**config.mk**
```make
export PLATFORM = sky130hd
export DESIGN_NAME = servo_pwm_decoder
export DESIGN_NICKNAME = d
export VERILOG_FILES = /design/src/rtl/servo_pwm_decoder.sv
export SDC_FILE = /design/constraint.sdc
export NUM_CORES = 1
export LEC_CHECK = 0
export ABC_AREA = 1
export BUFFER_PORTS_ARGS = -buffer_cell sky130_fd_sc_hd__buf_2
export CORE_UTILIZATION = 40
export DETAILED_ROUTE_END_ITERATION = 7
export HOLD_SLACK_MARGIN = 0.15
export PLACE_DENSITY = 0.61
export SLEW_MARGIN = 20
export SYNTH_ARGS = -nofsm -noshare
export SYNTH_HDL_FRONTEND = slang
export SYNTH_SLANG_ARGS = --single-unit
```
**constraint.sdc**
```tcl
create_clock -name clk -period 7.1 [get_ports clk]
set_clock_uncertainty 0.2 [all_clocks]
set_input_delay 0.71 -clock clk [delete_from_list [all_inputs] [get_ports clk]]
set_output_delay 0.71 -clock clk [all_outputs]
set_load 0.02 [all_outputs]
```
**src/rtl/servo_pwm_decoder.sv**
```systemverilog
// rtl/servo_pwm_decoder.sv - servo PWM receiver: period/on-time measurement, direction decode, valid/ack
// Define SERVO_PWM_DECODER_FILTER_EN to insert a FILTER_LEN-tick glitch filter after the synchronizer.
module servo_pwm_decoder #(
  parameter int PERIOD_BITS   = 16,
  parameter int DIR_LO_MAX    = 1400,
  parameter int DIR_HI_MIN    = 1600,
  parameter int TIMEOUT_TICKS = 30000
`ifdef SERVO_PWM_DECODER_FILTER_EN
  ,
  parameter int FILTER_LEN    = 3
`endif
) (
  input  logic                   clk,
  input  logic                   reset,
  input  logic                   clk_en,
  input  logic                   pwm_in,
  input  logic                   ack,
  output logic                   valid,
  output logic [PERIOD_BITS-1:0] on_time,
  output logic [PERIOD_BITS-1:0] period,
  output logic [1:0]             dir,
  output logic                   overrun,
  output logic                   timeout
);

  localparam logic [PERIOD_BITS-1:0] CNT_ONE = PERIOD_BITS'(1);
  localparam logic [PERIOD_BITS-1:0] TO_LAST = PERIOD_BITS'(TIMEOUT_TICKS - 1);
  localparam logic [PERIOD_BITS-1:0] LO_MAX  = PERIOD_BITS'(DIR_LO_MAX);
  localparam logic [PERIOD_BITS-1:0] HI_MIN  = PERIOD_BITS'(DIR_HI_MIN);
  localparam logic [1:0] DIR_STOP = 2'b00;
  localparam logic [1:0] DIR_FWD  = 2'b01;
  localparam logic [1:0] DIR_BWD  = 2'b10;

  typedef enum logic [1:0] {IDLE, HIGH, LOW} state_t;

  state_t                   state, state_nx;
  logic                     sync1, sync2;
  logic                     lvl, lvl_q;
  logic                     rise, fall;
  logic [PERIOD_BITS-1:0]   high_cnt, high_nx;
  logic [PERIOD_BITS-1:0]   per_cnt, per_nx;
  logic [PERIOD_BITS-1:0]   idle_cnt, idle_nx;
  logic                     meas, to_set, to_clr;
  logic [1:0]               dir_dec;

  always_ff @(posedge clk or posedge reset) begin
    if (reset) begin
      sync1 <= 1'b0;
      sync2 <= 1'b0;
      lvl_q <= 1'b0;
    end else if (clk_en) begin
      sync1 <= pwm_in;
      sync2 <= sync1;
      lvl_q <= lvl;
    end
  end

`ifdef SERVO_PWM_DECODER_FILTER_EN
  localparam int FCW = $clog2(FILTER_LEN + 1);
  logic           filt;
  logic [FCW-1:0] fcnt;

  // The filtered level follows only after FILTER_LEN consecutive ticks at the new value.
  always_ff @(posedge clk or posedge reset) begin
    if (reset) begin
      filt <= 1'b0;
      fcnt <= '0;
    end else if (clk_en) begin
      if (sync2 == filt) begin
        fcnt <= '0;
      end else if (fcnt == FCW'(FILTER_LEN - 1)) begin
        filt <= sync2;
        fcnt <= '0;
      end else begin
        fcnt <= fcnt + 1'b1;
      end
    end
  end

  assign lvl = filt;
`else
  assign lvl = sync2;
`endif

  assign rise = lvl & ~lvl_q;
  assign fall = ~lvl & lvl_q;

  always_comb begin
    dir_dec = DIR_STOP;
    if (high_cnt <= LO_MAX)
      dir_dec = DIR_FWD;
    else if (high_cnt >= HI_MIN)
      dir_dec = DIR_BWD;
  end

  always_comb begin
    state_nx = state;
    high_nx  = high_cnt;
    per_nx   = per_cnt;
    idle_nx  = idle_cnt;
    meas     = 1'b0;
    to_set   = 1'b0;
    to_clr   = 1'b0;
    if (clk_en) begin
      unique case (state)
        IDLE: begin
          if (rise) begin
            state_nx = HIGH;
            high_nx  = CNT_ONE;
            per_nx   = CNT_ONE;
            idle_nx  = '0;
            to_clr   = 1'b1;
          end else if (!timeout) begin
            // Only the stretch after reset can time out here; afterwards timeout is already set.
            if (idle_cnt == TO_LAST) begin
              to_set  = 1'b1;
              idle_nx = '0;
            end else begin
              idle_nx = idle_cnt + 1'b1;
            end
          end
        end
        HIGH: begin
          if (per_cnt == TO_LAST) begin
            to_set   = 1'b1;
            state_nx = IDLE;
            high_nx  = '0;
            per_nx   = '0;
          end else begin
            per_nx = per_cnt + 1'b1;
            if (fall)
              state_nx = LOW;
            else
              high_nx = high_cnt + 1'b1;
          end
        end
        LOW: begin
          if (rise) begin
            meas     = 1'b1;
            state_nx = HIGH;
            high_nx  = CNT_ONE;
            per_nx   = CNT_ONE;
          end else if (per_cnt == TO_LAST) begin
            to_set   = 1'b1;
            state_nx = IDLE;
            high_nx  = '0;
            per_nx   = '0;
          end else begin
            per_nx = per_cnt + 1'b1;
          end
        end
        default: begin
          state_nx = IDLE;
          high_nx  = '0;
          per_nx   = '0;
        end
      endcase
    end
  end

  always_ff @(posedge clk or posedge reset) begin
    if (reset) begin
      state    <= IDLE;
      high_cnt <= '0;
      per_cnt  <= '0;
      idle_cnt <= '0;
      on_time  <= '0;
      period   <= '0;
      dir      <= DIR_STOP;
      valid    <= 1'b0;
      overrun  <= 1'b0;
      timeout  <= 1'b0;
    end else begin
      state    <= state_nx;
      high_cnt <= high_nx;
      per_cnt  <= per_nx;
      idle_cnt <= idle_nx;
      if (meas) begin
        on_time <= high_cnt;
        period  <= per_cnt;
        dir     <= dir_dec;
      end
      // ack is honoured every clk cycle; a same-cycle new measurement wins and is not an overrun.
      if (meas)
        valid <= 1'b1;
      else if (ack)
        valid <= 1'b0;
      if (meas && valid && !ack)
        overrun <= 1'b1;
      if (to_set)
        timeout <= 1'b1;
      else if (to_clr)
        timeout <= 1'b0;
    end
  end

endmodule

```
; ---- Word level (Yosys, flattened, before mapping)
; Cells that the tools add are included.
[totals]
word_cells = 77
output_inout_bits = 37
input_bits = 5
reg_bits = 90
[op_classes]
n_eq_ne = 9
order_cmp = 2
bitwise = 4
reduce_logical = 10
muxes = 36
n_addsub = 3
[ops]
columns = cell, n
row1 = 16-bit two-way mux, 10
row2 = 16-bit one-hot mux with 3 select lines, 2
row3 = 16-bit by 1-bit adder with 16-bit output (second input constant), 3
row4 = 16-bit by 15-bit equality test with 1-bit output (second input constant), 2
row5 = 16-bit by 11-bit greater-or-equal comparator with 1-bit output (second input constant), 1
row6 = 16-bit by 11-bit less-or-equal comparator with 1-bit output (second input constant), 1
row7 = 1-bit two-way mux, 15
row8 = 2-bit two-way mux, 7
row9 = 3-bit != test (second input constant), 3
row10 = 4-bit AND reduction, 2
row11 = 2-bit one-hot mux with 3 select lines, 1
row12 = 2-bit nonzero test, 2
row13 = 1-bit one-hot mux with 3 select lines, 1
row14 = 3-bit AND reduction, 1
row15 = 1-bit AND, 2
row16 = 2-bit by 1-bit equality test with 1-bit output (second input constant), 1
row17 = 2-bit equality test (second input constant), 1
row18 = 1-bit logical AND, 2
row19 = 2-bit zero test, 1
row20 = 2-bit by 1-bit != test with 1-bit output (second input constant), 1
row21 = 2-bit != test (second input constant), 1
row22 = 1-bit inverter, 2
row23 = 2-bit AND reduction, 1
row24 = 1-bit zero test, 1

; ---- Depth between registers and ports, before layout
[depth]
word_depth = 7
mapped_depth = 12
mapped_depth_nobuf = 10

; ---- Least setup slack after synthesis
; OpenSTA, ideal clock, no wires.
[synth_path]
kind = input port to flip-flop
start = in clk_en
end = reg on_time[5]
cell_stages = 7
setup_time_ns = 0.130
arrival_time_ns = 1.630
required_time_ns = 6.770
n_path_buf = 2
slack_ns = 5.140
cell_sequence = buf_4 inv_1 nor3_4 inv_2 clkbuf_1 nand2_1 o21ai_0
[synth_between]
elab_chain_len = 1
[synth_rtl]
columns = item, line
row1 = start: declaration, 15  ; input logic clk_en,
row2 = 1-bit two-way mux, 104  ; if (clk_en) begin
row3 = end signal: assignment, 179  ; on_time <= high_cnt;
row4 = end: declaration, 19  ; output logic [PERIOD_BITS-1:0] on_time,
; Every way passes these cells.
; A chain may end at the register's enable or synchronous reset.

; ---- Worst setup path after layout
[layout_path]
start = in clk_en
end = reg dir[0]
[layout_between]
elab_chain_len = 1
[layout_rtl]
columns = item, line
row1 = 1-bit two-way mux, 104
row2 = end signal: assignment, 181  ; dir <= dir_dec;
row3 = end: declaration, 21  ; output logic [1:0] dir,
; Every way passes these cells.

==> out/metrics.cfg <==
[yosys]
ys.warnings.count=0
synthFlopType=dfrtp_1
synth_cells=675
netlist_area_sq_um=4910
ys_seq_area_share_pct=45.9
synthDistinctLibCells=36
syn_area_per_cell_sq_um=7.27
synth_edf_count=0
synthArstFlopShare_pct=100
syn_nets=684
synth.ff_latch_count=90

[clock_tree]
clk_latency_ps=340
cts_tree=yes
cts_num_sinks=90
clkTransAtPathRegs_ps=70
numCtsBuffers=9
post_cts_resized=0
postCtsHoldBufs=0
cts-root-buf=clkbuf_16
clk_path_buf_depth=2
h-tree-depth=3
postCtsSetupBuffers=0

[power]
switchingPower_uw=671
p_sw_share_pct=38.8
cell_internal_pwr_mw=1.06
seqPwrFrac_pct=41.2
p_clk_share_pct=28.3
power_density_nw_per_um2=315
total_power_mw=1.73
p_leak_nw=2.76
pwr-share-comb_pct=30.5
ir_worst_vdd_mv=0.169

[final_layout]
final_nets=719
drive_gt1_share_pct=11.3
fin_cells=861
final_cell_mix=nand2_1 (237), dfrtp_1 (90), nor2_1 (82)
syn2layout_area_growth_pct=11.8
final_common_cell=nand2_1
utilization_pct=45.7
fillers=1222
finalInstanceArea_sq_um=5490
diodes=0

[die]
initial_core_util_pct=40.9
design.die.area_sq_um=12700
core_sq_um=12000
die_w_um=113
die-height_um=113
row_count=40
ios=42

[global_route]
grt_pass1_vias=3753
grt-ovfl-total=0
grt_usage_pct=18.7
grt_max_degree=59
antenna_found_initial=0
grt_pass1_wl_um=18900

[timing]
maxSlewHeadroom_pct=47.2
final_max_slew_viol_count=0
finalCritPeriodShare_pct=36.3
tns_ps=0
rsz0062_at_grt=no
tightest_slew_ps=791
finalCriticalPeriod_ps=2580
fmax_ghz=0.388
setup_viol=0
worst_slack_ps=4520
fin_hold_ws_ps=211
finalHoldViolCount=0

[worst_setup_path]
cp_max_fo=55
crit_chain=buf_2 -> inv_1 -> nor3_4 -> inv_2 -> nor2_1 -> nand3_1 -> o21ai_1
crit_slowest_cell=nor3_4
crit_path_start_kind=primary input
max_stage_delay_ps=540
cp.required_ps=7170
worstSetupPathType=primary input to register
arrival_ps=2650
crit_path_end_kind=register

[routing]
drt_pass1_iterations=5
routedWlPerCell_um=13.0
drc=0
via_count=4340
drt_iter0_drc=263
totalWireLength_um=11200
via_per_inst=5.04
antenna_left=0

[place]
gp_congestion=0.872
placed_area_sq_um=5190
placed_cells=846
preCtsSetupSlack_ps=4150
port_buffers=41
dpl.hpwl_um=8000

[worst_hold_path]
min_path_type=primary input to asynchronous set/reset pin

[run_status]
status=finished, final reports clean

[job]
maxCapViolations=0

-- worst max-delay path, delay by kind of cell --
family / cells / cell delay (ps)
AO/OA/AOI/OAI: 1 / 130
buffers and inverters: 3 / 850
AND/OR/NAND/NOR: 3 / 950
-- cells in the mapped netlist (2+ instances only) --
cell type | count | area share (%)
o21ai_0 | 37 | 3.8
o31ai_1 | 2 | 0.31
ha_1 | 4 | 1.0
inv_2 | 3 | 0.23
o21ai_1 | 2 | 0.20
dfrtp_1 | 90 | 46
a21oi_1 | 9 | 0.92
a31oi_1 | 3 | 0.38
nand2_2 | 3 | 0.38
xor2_1 | 3 | 0.54
clkbuf_1 | 7 | 0.54
nor2_1 | 82 | 6.3
o21bai_1 | 2 | 0.31
nand3_1 | 54 | 5.5
nor2_2 | 2 | 0.25
buf_4 | 2 | 0.31
nand2_1 | 237 | 18
nand3_2 | 3 | 0.61
nand4_1 | 21 | 2.7
nor3_1 | 16 | 1.6
nand2_4 | 4 | 0.92
inv_1 | 66 | 5.0
buf_2 | 4 | 0.41
or2_2 | 2 | 0.25
buf_6 | 5 | 1.1
nand3b_1 | 2 | 0.31
-- cells by family (layout without fill, tap and decap cells) --
| kind of cell | count (synthesis) | count (layout) | share of synthesized area [%] |
|---|---|---|---|
| simple gates | 432 | 432 | 38.4 |
| flops | 90 | 90 | 45.9 |
| buf+inv | 88 | 127 | 7.80 |
| compound gates | 57 | 57 | 6.22 |
| fa+ha+maj | 4 | 4 | 1.02 |
| xor+xnor | 4 | 4 | 0.714 |
-- power by group through the flow --
stage | logic, mW | clock network, mW | registers, mW
floorplan | 0.307 | 0 | 0.792
global placement | 0.523 | 0 | 0.720
detailed placement | 0.532 | 0 | 0.721
CTS | 0.531 | 0.503 | 0.714
global route | 0.589 | 0.518 | 0.729
finish | 0.527 | 0.490 | 0.713
-- path summary, 6_finish.rpt --
| check | startpoint | end | slack (ps) | cells past startpoint |
|---|---|---|---|---|
| min in group clk | on_time[9] | on_time[9] | 270 | 2 |
| max in group asynchronous | reset | high_cnt[12] | 5340 | 3 |
| worst min-delay path | reset | idle_cnt[6] | 210 | 2 |
| worst min register to register | on_time[9] | on_time[9] | 270 | 2 |
| worst max-delay path | clk_en | dir[0] | 4520 | 7 |
| worst max register to register | lvl_q | dir[0] | 4670 | 7 |
-- state kept, by name (all words and copies together), names as in the netlist --
register and flops:
lvl 1, sync1 1, timeout 1, lvl_q 1, state 2, valid 1
overrun 1, per_cnt 16, idle_cnt 16, dir 2, period 16, high_cnt 16
on_time 16
-- final cells by class --
class,instances,area (sq um),area share (%)
clock inverter,6,73.8,1.34
multi-input combinational,497,2270,41.4
clock buffer,9,225,4.10
timing repair buffer,42,213,3.88
tap,147,184,3.35
sequential,90,2250,41.0
inverter,70,267,4.86
-- routing by layer --
metal | up-vias | wire [um] | track usage [%] | part of all wire, %
met2 | 102 | 4850 | 28.0 | 43
met3 | 11 | 482 | 2.89 | 4.3
met5 | - | 0 | 0 | 0
met1 | 2001 | 5750 | 27.3 | 51
met4 | 0 | 149 | 7.20 | 1.3
li1 | 2226 | - | - | -
Note: power is estimated with default switching activity, not from simulation.
